File: src/rtl/control_unit.sv
// control_unit: multi-cycle hardwired sequencer issuing one datapath control word per clock.
module control_unit #(
  parameter int IR_WIDTH = 32,
  parameter int STEP_W = 3
) (
  input  logic                clk,
  input  logic                clr,
  input  logic [IR_WIDTH-1:0] IR,
  input  logic                CON,
  input  logic                stop,
  output logic                run,
  output logic                PCout,
  output logic                PCin,
  output logic                IncPC,
  output logic                MARin,
  output logic                MDRin,
  output logic                MDRout,
  output logic                Read,
  output logic                Write,
  output logic                IRin,
  output logic                Yin,
  output logic                Zin,
  output logic                Zlowout,
  output logic                Zhighout,
  output logic                HIin,
  output logic                HIout,
  output logic                LOin,
  output logic                LOout,
  output logic                InPortout,
  output logic                outPortin,
  output logic                Cout,
  output logic                conIn,
  output logic                Gra,
  output logic                Grb,
  output logic                Grc,
  output logic                Rin,
  output logic                Rout,
  output logic                BAout,
  output logic                AND,
  output logic                OR,
  output logic                NEG,
  output logic                NOT,
  output logic                SUB,
  output logic                ADD,
  output logic                MUL,
  output logic                DIV,
  output logic                SHL,
  output logic                SHR,
  output logic                SHRA,
  output logic                ROR,
  output logic                ROL
);
  typedef enum logic [1:0] {RESET, EXEC, HALT} mode_e;
  mode_e              mode_q;
  logic [STEP_W-1:0]  step_q;
  logic               stop_q;
  logic [4:0]         op;
  logic               unused_ir;
  logic               alu3, imm, ld, ldi, st, ldst, md, nn, br, jr, jal, inp, outp, mfhi, mflo, hlt;
  logic [STEP_W-1:0]  last;
  logic               fin, act, op_en;
  assign op = IR[IR_WIDTH-1 -: 5];
  assign unused_ir = ^IR[IR_WIDTH-6:0];
  assign alu3 = op >= 5'd3 && op <= 5'd11;
  assign imm  = op >= 5'd12 && op <= 5'd14;
  assign ld   = op == 5'd0;
  assign ldi  = op == 5'd1;
  assign st   = op == 5'd2;
  assign ldst = ld | ldi | st;
  assign md   = op == 5'd15 || op == 5'd16;
  assign nn   = op == 5'd17 || op == 5'd18;
  assign br   = op == 5'd19;
  assign jr   = op == 5'd20;
  assign jal  = op == 5'd21;
  assign inp  = op == 5'd22;
  assign outp = op == 5'd23;
  assign mfhi = op == 5'd24;
  assign mflo = op == 5'd25;
  assign hlt  = op == 5'd27;
  // Final step of the execute sequence; fetch steps are always below it.
  assign last = (ld | st) ? STEP_W'(7) : (md | br) ? STEP_W'(6) :
                (alu3 | imm | ldi) ? STEP_W'(5) : (nn | jal) ? STEP_W'(4) : STEP_W'(3);
  assign fin = step_q == last;
  assign act = !clr && mode_q == EXEC;
  assign run = act;
  always_ff @(posedge clk) begin
    if (clr) begin
      mode_q <= RESET;
      step_q <= '0;
      stop_q <= 1'b0;
    end else begin
      case (mode_q)
        RESET: begin
          mode_q <= EXEC;
          step_q <= '0;
        end
        EXEC: begin
          if (fin) begin
            step_q <= '0;
            stop_q <= 1'b0;
            if (hlt || stop_q || stop) mode_q <= HALT;
          end else begin
            step_q <= step_q + 1'b1;
            stop_q <= stop_q | stop;
          end
        end
        default: ;
      endcase
    end
  end
  always_comb begin
    {PCout, PCin, IncPC, MARin, MDRin, MDRout, Read, Write, IRin, Yin, Zin} = '0;
    {Zlowout, Zhighout, HIin, HIout, LOin, LOout, InPortout, outPortin, Cout, conIn} = '0;
    {Gra, Grb, Grc, Rin, Rout, BAout} = '0;
    op_en = 1'b0;
    if (act) begin
      case (step_q)
        STEP_W'(0): begin
          PCout = 1'b1;
          MARin = 1'b1;
          IncPC = 1'b1;
          Zin   = 1'b1;
        end
        STEP_W'(1): begin
          Zlowout = 1'b1;
          PCin    = 1'b1;
          Read    = 1'b1;
          MDRin   = 1'b1;
        end
        STEP_W'(2): begin
          MDRout = 1'b1;
          IRin   = 1'b1;
        end
        STEP_W'(3): begin
          Grb       = alu3 | imm | ldst | nn | jal;
          Gra       = md | br | jr | inp | outp | mfhi | mflo;
          Rout      = alu3 | imm | md | nn | br | jr | outp;
          Yin       = alu3 | imm | ldst | md;
          BAout     = ldst;
          op_en     = nn;
          Zin       = nn;
          conIn     = br;
          PCin      = jr;
          PCout     = jal;
          Rin       = jal | inp | mfhi | mflo;
          InPortout = inp;
          outPortin = outp;
          HIout     = mfhi;
          LOout     = mflo;
        end
        STEP_W'(4): begin
          Grc     = alu3;
          Grb     = md;
          Rout    = alu3 | md | jal;
          Cout    = imm | ldst;
          op_en   = alu3 | imm | ldst | md;
          Zin     = alu3 | imm | ldst | md;
          Zlowout = nn;
          Gra     = nn | jal;
          Rin     = nn;
          PCout   = br;
          Yin     = br;
          PCin    = jal;
        end
        STEP_W'(5): begin
          Zlowout = alu3 | imm | ldst | md;
          Gra     = alu3 | imm | ldi;
          Rin     = alu3 | imm | ldi;
          MARin   = ld | st;
          LOin    = md;
          Cout    = br;
          op_en   = br;
          Zin     = br;
        end
        STEP_W'(6): begin
          Read     = ld;
          MDRin    = ld | st;
          Gra      = st;
          Rout     = st;
          Zhighout = md;
          HIin     = md;
          Zlowout  = br & CON;
          PCin     = br & CON;
        end
        STEP_W'(7): begin
          MDRout = ld;
          Gra    = ld;
          Rin    = ld;
          Write  = st;
        end
        default: ;
      endcase
    end
  end
  // Address arithmetic (ld/ldi/st) and branch targets use the adder.
  assign ADD  = op_en & (ldst | br | op == 5'd3 | op == 5'd12);
  assign SUB  = op_en & (op == 5'd4);
  assign AND  = op_en & (op == 5'd5 | op == 5'd13);
  assign OR   = op_en & (op == 5'd6 | op == 5'd14);
  assign SHR  = op_en & (op == 5'd7);
  assign SHRA = op_en & (op == 5'd8);
  assign SHL  = op_en & (op == 5'd9);
  assign ROR  = op_en & (op == 5'd10);
  assign ROL  = op_en & (op == 5'd11);
  assign MUL  = op_en & (op == 5'd15);
  assign DIV  = op_en & (op == 5'd16);
  assign NEG  = op_en & (op == 5'd17);
  assign NOT  = op_en & (op == 5'd18);
endmodule

File: config.mk
export PLATFORM = sky130hd
export DESIGN_NAME = control_unit
export DESIGN_NICKNAME = d
export VERILOG_FILES = /design/src/rtl/control_unit.sv
export SDC_FILE = /design/constraint.sdc
export NUM_CORES = 1
export LEC_CHECK = 0
export CORE_ASPECT_RATIO = 1.2
export CORE_MARGIN = 1.5
export CORE_UTILIZATION = 39
export CTS_BUF_LIST = sky130_fd_sc_hd__clkbuf_8
export CTS_CLUSTER_SIZE = 10
export DETAILED_ROUTE_END_ITERATION = 8
export HOLD_SLACK_MARGIN = 0.08
export PLACE_DENSITY_LB_ADDON = 0.2
export SLEW_MARGIN = 30
export SYNTH_ARGS = -nofsm -noshare
export SYNTH_HDL_FRONTEND = slang
export SYNTH_SLANG_ARGS = --single-unit
File: constraint.sdc
create_clock -name clk -period 3.3 [get_ports clk]
set_input_delay 0.66 -clock clk [delete_from_list [all_inputs] [get_ports clk]]
set_output_delay 0.66 -clock clk [all_outputs]
set_load 0.02 [all_outputs]
==> flow_metrics.py, run 1 <==
metrics = {
    "placement": {
        "post-place-ws_ps": -538.0,
        "numPortBuffers": 49,
        "detailed_place_hpwl_um": 3629,
        "final_estimated_routing_congestion_in_global_placement": 0.9144,
    },
    "cts": {
        "clkSlewWorstSetupHoldPaths_ps": 40,
        "clk_path_buf_depth": 2,
        "cts_tree": "done",
        "clock_latency_of_the_later_clocked_register_in_the_worst_skew_pair_ps": 220,
        "cts_buffer_count": 3,
        "ctsHoldBuffers": 0,
        "buffer_cell_driving_the_clock_tree_root": "sky130_fd_sc_hd__clkbuf_8",
        "cts_num_sinks": 6,
        "cts-htree-levels": 1,
    },
    "finish": {
        "num-nets-final": 337,
        "final_core_utilization_pct": 70.15,
        "area_growth_syn_to_layout_pct": 70.96,
        "antennaDiodeCount": 0,
        "drive_above_1_share_pct": 31.16,
    },
    "worst_setup_path": {
        "critical_path.reg2reg.endpoint": "mode_q[0]",
        "worstSetupEndpoint": "ROR",
        "r2r_setup_slack_ps": 1710,
        "cp_data_required_time_ps": 2640,
        "rr_startpoint": "step_q[2]",
        "crit_path_max_fanout": 4,
        "worst-endpoint-arrival_ps": 2550,
        "worst-r2r-cell-count": 4,
        "crit_path_start_kind": "input pin",
        "worstSetupEndpointType": "output pin",
        "startpoint": "IR[27]",
        "critical_path_class": "in2out",
    },
    "yosys": {
        "synth-seq-area-share_pct": 9.581,
        "syn_area_um2": 1254,
        "syn_inst": 202,
        "syn_nets": 245,
        "synth_cell_types": 49,
        "syn-mean-instance-area_um2": 6.206,
        "asyncSetResetFlopFracSynth_pct": 0,
        "synth_edf_count": 0,
        "synth-main-ff-cell": "sky130_fd_sc_hd__dfxtp_1",
        "ys_warn_count": 0,
        "yosys_reg_bits": 6,
    },
    "route": {
        "route.antenna.remaining_nets": 0,
        "detail_route.wirelength_um": 4675,
        "routed_wire_length_per_instance_um": 14.25,
        "vias": 1837,
        "first_pass_iters": 4,
        "dr.first_iter.drc_count": 90,
        "viasPerCell": 5.601,
        "post-route-drc-count": 0,
    },
    "floorplan": {
        "io_pins": 77,
        "initial_utilization_pct": 41.03,
        "floorplan.die_area_um2": 3565,
        "core_region_area_um2": 3055,
        "die_height_um": 65.11,
        "die_width_um": 54.76,
        "rows": 22,
    },
    "sta": {
        "unrepaired_setup_endpoints_after_global_routing": "yes",
        "report.final.hold_viol_count": 0,
        "worst_clock_skew_ps": 0.8051,
        "layout_setup_ws_ps": 87.17,
        "maxSlewHeadroom_pct": 69.89,
        "finalCritPeriodShare_pct": 97.36,
        "max_freq_mhz": 311.3,
        "setup-violations-final": 0,
        "final-max-slew-violation-count": 0,
        "post-route-min-period_ps": 3213,
        "worst_pin_slew_ps": 451.6,
    },
    "outcome": {
        "status": "finished clean",
    },
    "global_route": {
        "first_global_vias": 1695,
        "grt_antenna_before_repair": 0,
        "grt_first_pass_wirelength_um": 7728,
        "gr-total-overflow": 0,
        "grt_max_degree": 28,
        "groute.usage.overall_pct": 28.68,
    },
    "power": {
        "p_leak_nw": 0.9755,
        "vdd.ir_drop.worst_mv": 0.2598,
        "power_density_nw_per_um2": 163.3,
    },
    "job": {
        "count_of_max_cap_constraint_violations": 0,
    },
    "hold_path": {
        "min_path_cells": 2,
        "hp-class": "reg2reg",
        "holdCritStartpoint": "stop_q",
    },
}
[layout make-up]
type                       count  area [µm²]
tap                           36       45.04
clock buffer                   3       41.29
timing repair buffer         107       859.6
sequential                     6       120.1
fill                         290       912.1
inverter                       8       30.03
multi-input combinational    168        1047
[cell usage after synthesis, types with 2 or more instances]
cell type	count	share of area, %
sky130_fd_sc_hd__o21ai_0	11	4.4
sky130_fd_sc_hd__a21oi_1	13	5.2
sky130_fd_sc_hd__a32o_1	2	1.6
sky130_fd_sc_hd__inv_1	8	2.4
sky130_fd_sc_hd__and2_1	2	1.0
sky130_fd_sc_hd__a31o_2	2	1.4
sky130_fd_sc_hd__and3_1	3	1.5
sky130_fd_sc_hd__o31ai_1	2	1.2
sky130_fd_sc_hd__o22ai_1	4	2.0
sky130_fd_sc_hd__buf_2	5	2.0
sky130_fd_sc_hd__dfxtp_1	6	9.6
sky130_fd_sc_hd__clkbuf_1	12	3.6
sky130_fd_sc_hd__nand4_1	5	2.5
sky130_fd_sc_hd__nand2_1	26	7.8
sky130_fd_sc_hd__or3_1	2	1.0
sky130_fd_sc_hd__nor3_1	10	4.0
sky130_fd_sc_hd__nor2b_1	8	4.0
sky130_fd_sc_hd__ha_1	7	7.0
sky130_fd_sc_hd__nor4_1	4	2.0
sky130_fd_sc_hd__nand2b_1	5	2.5
sky130_fd_sc_hd__a22oi_1	5	3.0
sky130_fd_sc_hd__nand3_1	4	1.6
sky130_fd_sc_hd__a31oi_1	5	2.5
sky130_fd_sc_hd__buf_4	2	1.2
sky130_fd_sc_hd__nor2_1	24	7.2
sky130_fd_sc_hd__or2_1	2	1.0
[flip-flops by register name, indices dropped and copies added, names as in the netlist]
| signal | count |
|---|---|
| mode_q | 2 |
| step_q | 3 |
| stop_q | 1 |
[per-layer routing]
| metal | up-vias | part of all wire [%] | GRT usage [%] |
|---|---|---|---|
| met5 | - | 0 | 0 |
| met4 | 0 | 2.3 | 9.688 |
| met3 | 13 | 5.0 | 2.955 |
| met2 | 74 | 51 | 49.26 |
| met1 | 835 | 42 | 35.85 |
| li1 | 915 | - | - |
[per-stage QoR]
| step | power (mW) | area [µm²] | hold WS (ps) | TNS, ps | std cells |
|---|---|---|---|---|---|
| 2_1_floorplan | 0.1598 | 1254 | 487.3 | 0 | 202 |
| 3_3_place_gp | 0.2320 | 2106 | 504.7 | -9494 | 322 |
| 3_5_place_dp | 0.2335 | 2106 | 511.1 | -9717 | 322 |
| 4_1_cts | 0.3456 | 2120 | 516.9 | 0 | 327 |
| 5_1_grt | 0.3698 | 2143 | 579.2 | -10.95 | 328 |
| 6_report | 0.3500 | 2143 | 514.8 | 0 | 328 |
[cell usage in the layout (no fill, tap or decap), types with 4 or more instances in the layout]
| cell | instances |
|---|---|
| sky130_fd_sc_hd__nor2b_1 | 8 |
| sky130_fd_sc_hd__nand2_1 | 26 |
| sky130_fd_sc_hd__o21ai_0 | 9 |
| sky130_fd_sc_hd__dfxtp_1 | 6 |
| sky130_fd_sc_hd__buf_2 | 9 |
| sky130_fd_sc_hd__inv_1 | 8 |
| sky130_fd_sc_hd__buf_4 | 58 |
| sky130_fd_sc_hd__o22ai_1 | 4 |
| sky130_fd_sc_hd__ha_1 | 7 |
| sky130_fd_sc_hd__a21oi_1 | 13 |
| sky130_fd_sc_hd__nor2_1 | 22 |
| sky130_fd_sc_hd__clkdlybuf4s50_1 | 15 |
| sky130_fd_sc_hd__nor3_1 | 10 |
| sky130_fd_sc_hd__a22oi_1 | 5 |
| sky130_fd_sc_hd__a31oi_1 | 5 |
| sky130_fd_sc_hd__nand3_1 | 4 |
| sky130_fd_sc_hd__nand4_1 | 5 |
| sky130_fd_sc_hd__dlygate4sd2_1 | 16 |
[worst min path at each step]
stage | endpoint | slack (ps)
after floorplan | stop_q | 490
after global placement | stop_q | 500
after detailed placement | stop_q | 510
after CTS | stop_q | 520
after global routing | stop_q | 580
final | stop_q | 510
[critical path, stage by stage]
cell and delay, ps:
sky130_fd_sc_hd__clkdlybuf4s50_1 410, sky130_fd_sc_hd__or2_1 260, sky130_fd_sc_hd__o21ai_2 120, sky130_fd_sc_hd__buf_4 130, sky130_fd_sc_hd__nand2_1 50, sky130_fd_sc_hd__a31o_1 220, sky130_fd_sc_hd__or3_4 350, sky130_fd_sc_hd__buf_4 150
sky130_fd_sc_hd__nor2_4 70, sky130_fd_sc_hd__buf_6 120
[what timing repair did]
action	4_1_cts	5_1_grt
pin swaps	3	3
setup endpoints to repair	33	7
gates resized for setup	95	11
buffers inserted	2	1
[where the power goes]
part           leakage [nW]  total (mW)  switching, mW  internal [mW]
combinational         0.905       0.159         0.0830         0.0759
sequential           0.0493      0.0797        0.00359         0.0761
clock                0.0216       0.111         0.0328         0.0785
total                 0.975       0.350          0.119          0.231
[cells by family (layout without fill, tap and decap cells)]
logic type                 Yosys count  in the layout  share of synthesized area (%)
adders and majority gates            7              7                          6.986
buffers and inverters               28            118                          10.08
and+or+nand+nor                    100            100                          39.72
muxes                                1              1                         0.7984
xor gates and xnor gates             1              1                         0.6987
AOI/OAI and AO/OA                   59             59                          32.14
DFF                                  6              6                          9.581
(Power assumes the default switching activity.)
==> run 2: changes to the inputs <==
--- a/config.mk
+++ b/config.mk
@@ -5,7 +5,8 @@
 export SDC_FILE = /design/constraint.sdc
 export NUM_CORES = 1
 export LEC_CHECK = 0
-export CORE_ASPECT_RATIO = 1.2
+export CAP_MARGIN = 20
+export CORE_ASPECT_RATIO = 2
 export CORE_MARGIN = 1.5
 export CORE_UTILIZATION = 39
 export CTS_BUF_LIST = sky130_fd_sc_hd__clkbuf_8
==> run 2 against run 1 <==
Against the previous run:
- sequential share of layout area barely moved
- sequential power barely moved
- final cell count decreased by 2.1%
- largest cell class unchanged
- clock power about the same
- design area is 0.70% higher
- total power is 0.80% higher
- worst hold slack better by 5.1 ps
- register-to-register slack improved by 60 ps
- worst setup slack got worse by 26 ps
- clock skew shrank 0.52 ps
==> flow_metrics.py, run 2 (synthesis gave the netlist of run 1 again) <==
metrics = {
    "finish": {
        "reg.largest.list": "step_q (3), mode_q (2), stop_q (1)",
        "registers.top_by_ff_count": "step_q",
        "drive_above_1_share_pct": 34.83,
        "area_growth_syn_to_layout_pct": 72.16,
        "antennaDiodeCount": 0,
        "layout.cells.most_common_list": "sky130_fd_sc_hd__buf_4 (58), sky130_fd_sc_hd__nand2_1 (26), sky130_fd_sc_hd__nor2_1 (18)",
        "finalNonFillerCells": 321,
        "commonest_non_fill_non_tap_cell_in_the_layout": "sky130_fd_sc_hd__buf_4",
        "largest_register_ffs": 3,
        "num-nets-final": 335,
        "fill_cell_total_of_the_finished_layout": 306,
    },
    "route": {
        "route.antenna.remaining_nets": 0,
        "dr.first_iter.drc_count": 43,
        "first_pass_iters": 4,
        "vias": 1882,
        "post-route-drc-count": 0,
        "detail_route.wirelength_um": 5182,
        "viasPerCell": 5.863,
        "routed_wire_length_per_instance_um": 16.14,
    },
    "power": {
        "switching_power_uw": 123.3,
        "p_seq_share_pct": 22.6,
        "cell_internal_power_dissipation_uw": 229.6,
        "total_power_uw": 352.8,
        "switching_share_pct": 34.94,
        "vdd.ir_drop.worst_mv": 0.2059,
        "p_comb_share_pct": 46.4,
        "power_density_nw_per_um2": 163.5,
        "power.share.clock_pct": 31.0,
        "p_leak_nw": 0.9778,
    },
    "placement": {
        "post-place-ws_ps": -591.6,
        "place_inst": 318,
        "detailed_place_hpwl_um": 4099,
        "numPortBuffers": 49,
        "final_estimated_routing_congestion_in_global_placement": 0.9601,
    },
    "sta": {
        "final-max-slew-violation-count": 0,
        "max_freq_mhz": 308.7,
        "setup-violations-final": 0,
        "post-route-min-period_ps": 3239,
        "report.final.hold_viol_count": 0,
        "finalCritPeriodShare_pct": 98.15,
        "layout_setup_ws_ps": 60.96,
        "unrepaired_setup_endpoints_after_global_routing": "no",
        "worst_pin_slew_ps": 337.6,
        "setup-tns-final_ps": 0,
        "maxSlewHeadroom_pct": 77.30,
        "worst_clock_skew_ps": 0.2822,
        "holdWs_ps": 520.0,
    },
    "worst_setup_path": {
        "critical_path_class": "in2out",
        "cp_data_required_time_ps": 2640,
        "crit_path_start_kind": "input pin",
        "worstSetupEndpointType": "output pin",
        "crit_path_max_fanout": 4,
        "worst-endpoint-arrival_ps": 2580,
    },
    "global_route": {
        "grt_first_pass_wirelength_um": 8321,
        "grt_max_degree": 28,
        "gr-total-overflow": 0,
        "grt_antenna_before_repair": 0,
        "first_global_vias": 1897,
        "groute.usage.overall_pct": 29.73,
    },
    "floorplan": {
        "die_width_um": 43.09,
        "die_height_um": 83.18,
        "initial_utilization_pct": 40.18,
        "io_pins": 77,
        "core_region_area_um2": 3120,
        "floorplan.die_area_um2": 3584,
        "rows": 29,
    },
    "cts": {
        "clkSlewWorstSetupHoldPaths_ps": 40,
        "cts_num_sinks": 6,
        "cts-htree-levels": 1,
        "cts_buffer_count": 3,
        "buffer_cell_driving_the_clock_tree_root": "sky130_fd_sc_hd__clkbuf_8",
        "ctsHoldBuffers": 0,
        "clk_path_buf_depth": 2,
        "clock_latency_of_the_later_clocked_register_in_the_worst_skew_pair_ps": 220,
        "cts_tree": "done",
    },
    "job": {
        "count_of_max_cap_constraint_violations": 0,
    },
    "outcome": {
        "status": "finished clean",
    },
    "hold_path": {
        "hp-class": "reg2reg",
    },
}
-- run 2: changes by cell type in the layout (fill, tap and decap cells not counted), moves of 2 or more --
cell / before / now
sky130_fd_sc_hd__clkdlybuf4s50_1: 15 / 12
sky130_fd_sc_hd__clkbuf_2: 2 / 4
sky130_fd_sc_hd__o21ai_1: 1 / 3
sky130_fd_sc_hd__o21ai_0: 9 / 7
sky130_fd_sc_hd__dlygate4sd2_1: 16 / 10
sky130_fd_sc_hd__clkdlybuf4s15_2: 2 / 4
sky130_fd_sc_hd__nor2_2: 1 / 5
sky130_fd_sc_hd__nor2_1: 22 / 18
sky130_fd_sc_hd__dlymetal6s2s_1: 1 / 4
-- run 2: critical path, stage by stage --
cell and delay, ps:
sky130_fd_sc_hd__clkdlybuf4s50_1 460, sky130_fd_sc_hd__or2_1 270, sky130_fd_sc_hd__buf_4 170, sky130_fd_sc_hd__nor2_2 120
sky130_fd_sc_hd__buf_4 130, sky130_fd_sc_hd__nand2_1 70, sky130_fd_sc_hd__o21ai_1 150, sky130_fd_sc_hd__and3_1 230
sky130_fd_sc_hd__clkdlybuf4s15_1 310
-- run 2: power groups by stage --
stage | clock network, mW | logic [mW] | registers [mW]
floorplan | 0 | 0.0800 | 0.0798
global placement | 0 | 0.155 | 0.0806
detailed placement | 0 | 0.156 | 0.0807
CTS | 0.112 | 0.157 | 0.0797
global route | 0.117 | 0.176 | 0.0801
finish | 0.109 | 0.164 | 0.0798
-- run 2: path summary, 6_finish.rpt --
kind             start   endpoint  slack [ps]  cells past startpoint
max             IR[28]       HIin          60                      9
max reg2reg  step_q[2]  mode_q[1]        1770                      5
min             stop_q     stop_q         520                      2
min reg2reg     stop_q     stop_q         520                      2
-- run 2: final cells by class --
cell class | instances | area [µm²] | share of cell area [%]
multi-input combinational | 168 | 1081 | 50.09
timing repair buffer | 105 | 847.1 | 39.25
sequential | 6 | 120.1 | 5.565
clock buffer | 3 | 41.29 | 1.913
tap | 31 | 38.79 | 1.797
inverter | 8 | 30.03 | 1.391
-- run 2: routing by layer --
metal	routed length (µm)	up-vias	GRT usage, %
li1	-	910	-
met2	2910	92	54.14
met1	1784	858	29.95
met3	233	22	2.609
met5	0	-	0
met4	254	0	19.01
-- run 2: through the flow --
step / util (%) / area [µm²]
floorplan: - / 1254
global placement: 67.52 / 2107
detailed placement: 67.52 / 2107
CTS: 67.84 / 2117
global route: 69.17 / 2158
finish: 69.17 / 2158
-- run 2: timing repair --
action | in CTS | in global routing
endpoints found under the setup margin | 32 | 27
gates resized for setup | 93 | 44
setup buffers | 0 | 1
pin swaps | 0 | 4
==> run 3: changes to the inputs <==
--- a/config.mk
+++ b/config.mk
@@ -8,7 +8,7 @@
 export CAP_MARGIN = 20
 export CORE_ASPECT_RATIO = 2
 export CORE_MARGIN = 1.5
-export CORE_UTILIZATION = 39
+export CORE_UTILIZATION = 35
 export CTS_BUF_LIST = sky130_fd_sc_hd__clkbuf_8
 export CTS_CLUSTER_SIZE = 10
 export DETAILED_ROUTE_END_ITERATION = 8
==> constraint.sdc (replaced) <==
create_clock -name clk -period 2.6 [get_ports clk]
set_input_delay 0.52 -clock clk [delete_from_list [all_inputs] [get_ports clk]]
set_output_delay 0.52 -clock clk [all_outputs]
set_load 0.02 [all_outputs]
==> run 3 against run 2 <==
Against the previous run:
- the run now ends with setup timing left
- register-to-register slack got worse by 670 ps
- critical path depth fell by 1
- total power rose by 38%
- worst setup slack got worse by 110 ps
- sequential cell count did not move
- design area rose by 9.6%
- non-clock buffer count rose by 22
- wire length rose by 7.7%
- via count rose by 4.7%
- clock power rose by 34%
- largest cell class unchanged
- clock skew rose by 7.2 ps
==> flow_metrics.py, run 3 (synthesis gave the netlist of run 1 again) <==
metrics = {
    "placement": {
        "numPortBuffers": 49,
        "final_estimated_routing_congestion_in_global_placement": 0.9611,
        "detailed_place_hpwl_um": 4243,
        "place_area_um2": 2287,
    },
    "sta": {
        "layout_setup_ws_ps": -50.30,
        "worst_clock_skew_ps": 7.480,
        "final-max-slew-violation-count": 0,
        "report.final.hold_viol_count": 0,
        "finalCritPeriodShare_pct": 101.9,
        "worst_pin_slew_ps": 301.2,
        "post-route-min-period_ps": 2650,
        "maxSlewHeadroom_pct": 79.79,
        "unrepaired_setup_endpoints_after_global_routing": "yes",
        "max_freq_mhz": 377.3,
        "holdWs_ps": 514.2,
        "setup-violations-final": 4,
    },
    "hold_path": {
        "hp-class": "reg2reg",
    },
    "finish": {
        "registers.top_by_ff_count": "step_q",
        "commonest_non_fill_non_tap_cell_in_the_layout": "sky130_fd_sc_hd__buf_4",
        "finish.instance_area_um2": 2366,
        "largest_register_ffs": 3,
        "antennaDiodeCount": 0,
        "drive_above_1_share_pct": 47.12,
        "num-nets-final": 357,
        "layout.cells.most_common_list": "sky130_fd_sc_hd__buf_4 (77), sky130_fd_sc_hd__nand2_1 (25), sky130_fd_sc_hd__nor2_1 (17)",
        "multiInputGateArea_um2": 1140,
        "area_growth_syn_to_layout_pct": 88.72,
        "final_core_utilization_pct": 69.27,
        "fill_cell_total_of_the_finished_layout": 316,
        "sequential_area_um2": 122.6,
        "reg.largest.list": "step_q (3), mode_q (2), stop_q (1)",
    },
    "route": {
        "detail_route.wirelength_um": 5581,
        "viasPerCell": 5.475,
        "vias": 1971,
        "post-route-drc-count": 0,
        "route.antenna.remaining_nets": 0,
        "routed_wire_length_per_instance_um": 15.50,
        "dr.first_iter.drc_count": 72,
        "first_pass_iters": 4,
    },
    "cts": {
        "cts_tree": "done",
        "clk_path_buf_depth": 2,
        "clkSlewWorstSetupHoldPaths_ps": 40,
        "cts_num_sinks": 6,
        "ctsHoldBuffers": 0,
        "cts_buffer_count": 3,
        "clock_latency_of_the_later_clocked_register_in_the_worst_skew_pair_ps": 230,
        "buffer_cell_driving_the_clock_tree_root": "sky130_fd_sc_hd__clkbuf_8",
        "cts-htree-levels": 1,
    },
    "worst_setup_path": {
        "worst_path_largest_cell_delay_ps": 440,
        "worstSetupEndpointType": "output pin",
        "critical_path_class": "in2out",
        "standard_cell_with_the_maximum_stage_delay_on_the_critical_path": "sky130_fd_sc_hd__or3b_4",
        "worst-endpoint-arrival_ps": 2130,
        "path_cells": "buf_8 > or3b_4 > nor2_4 > nand2_2 > a31o_1 > or3_4 > nor2_1 > buf_4",
        "crit_path_start_kind": "input pin",
        "crit_buf_inv": 2,
        "crit_path_max_fanout": 4,
        "critical-path-top-delay-family": "simple AND/OR/NAND/NOR gates",
        "cp_data_required_time_ps": 2080,
    },
    "global_route": {
        "grt_antenna_before_repair": 0,
        "groute.usage.overall_pct": 28.91,
        "first_global_vias": 1870,
        "gr-total-overflow": 0,
        "grt_first_pass_wirelength_um": 8631,
        "grt_max_degree": 28,
    },
    "power": {
        "vdd.ir_drop.worst_mv": 0.2632,
        "switching_power_uw": 174.9,
        "p_leak_nw": 1.104,
        "power.share.clock_pct": 29.9,
        "cell_internal_power_dissipation_uw": 313.0,
        "p_seq_share_pct": 20.6,
        "p_comb_share_pct": 49.5,
        "power_density_nw_per_um2": 206.2,
        "switching_share_pct": 35.85,
    },
    "floorplan": {
        "io_pins": 77,
        "die_height_um": 87.64,
        "core_region_area_um2": 3416,
        "initial_utilization_pct": 36.70,
        "floorplan.die_area_um2": 3972,
        "die_width_um": 45.32,
        "rows": 30,
    },
    "outcome": {
        "violations_in_the_final_reports": "setup timing",
        "status": "finished, violations left",
    },
    "job": {
        "count_of_max_cap_constraint_violations": 0,
    },
}
==> run 3: cell types whose count changed in the layout (fill, tap and decap cells not counted), moves of 3 or more <==
| cell | change |
|---|---|
| sky130_fd_sc_hd__buf_6 | +7 |
| sky130_fd_sc_hd__nor2_4 | +4 |
| sky130_fd_sc_hd__buf_2 | +5 |
| sky130_fd_sc_hd__nor2_2 | -3 |
| sky130_fd_sc_hd__clkdlybuf4s15_2 | -3 |
| sky130_fd_sc_hd__buf_4 | +19 |
| sky130_fd_sc_hd__clkdlybuf4s50_1 | -9 |
| sky130_fd_sc_hd__clkbuf_2 | +6 |
==> run 3: worst reg2reg max path, cell delays in order (launching register included) <==
cell	delay (ps)
sky130_fd_sc_hd__dfxtp_1	330
sky130_fd_sc_hd__buf_4	160
sky130_fd_sc_hd__or3_1	390
sky130_fd_sc_hd__a311oi_2	210
sky130_fd_sc_hd__buf_4	190
sky130_fd_sc_hd__a311oi_1	100
==> run 3: area by class of cell <==
cell class / instances / area share (%)
flip-flops and latches: 6 / 5.182
well taps: 48 / 2.538
multi-input cells: 168 / 48.18
clock buffers: 3 / 1.745
inverters: 8 / 1.269
repair buffers: 127 / 41.09
==> run 3: metal layers <==
| metal | wire (µm) | up-vias | global-route usage (%) | share of wire, % |
|---|---|---|---|---|
| li1 | - | 955 | - | - |
| met1 | 1934 | 907 | 29.17 | 35 |
| met2 | 3106 | 89 | 51.69 | 56 |
| met3 | 265 | 20 | 4.124 | 4.7 |
| met4 | 274 | 0 | 18.98 | 4.9 |
| met5 | 0 | - | 0 | 0 |
==> run 3: power groups by stage <==
stage                     combinational [mW]  clock, mW  sequential, mW
after floorplan                        0.106          0           0.101
after global placement                 0.218          0           0.101
after detailed placement               0.219          0           0.101
after CTS                              0.228      0.146           0.100
after global routing                   0.258      0.151           0.101
final                                  0.242      0.146           0.100
==> run 3: metrics by stage <==
step / setup WS, ps / instances / power (mW) / TNS [ps]
6_report: -50.30 / 360 / 0.4880 / -105.4
5_1_grt: -78.21 / 360 / 0.5102 / -241.7
4_1_cts: -71.19 / 356 / 0.4743 / -201.1
3_5_place_dp: -918.3 / 351 / 0.3202 / -27290
3_3_place_gp: -901.4 / 351 / 0.3191 / -26890
2_1_floorplan: -138.0 / 202 / 0.2076 / -1084
==> run 3: final timing paths <==
path,start,end,slack (ps),cells after the start
setup / recovery,IR[30],SHL,-50,8
hold / removal,stop_q,stop_q,510,2
setup reg to reg,step_q[2],mode_q[0],1100,5
hold reg to reg,stop_q,stop_q,510,2
==> run 3: what timing repair did <==
| item | in CTS | in global routing |
|---|---|---|
| gates resized for setup | 154 | 46 |
| pin swaps | 8 | 10 |
| endpoints found under the setup margin | 45 | 29 |
| setup buffers | 2 | 4 |
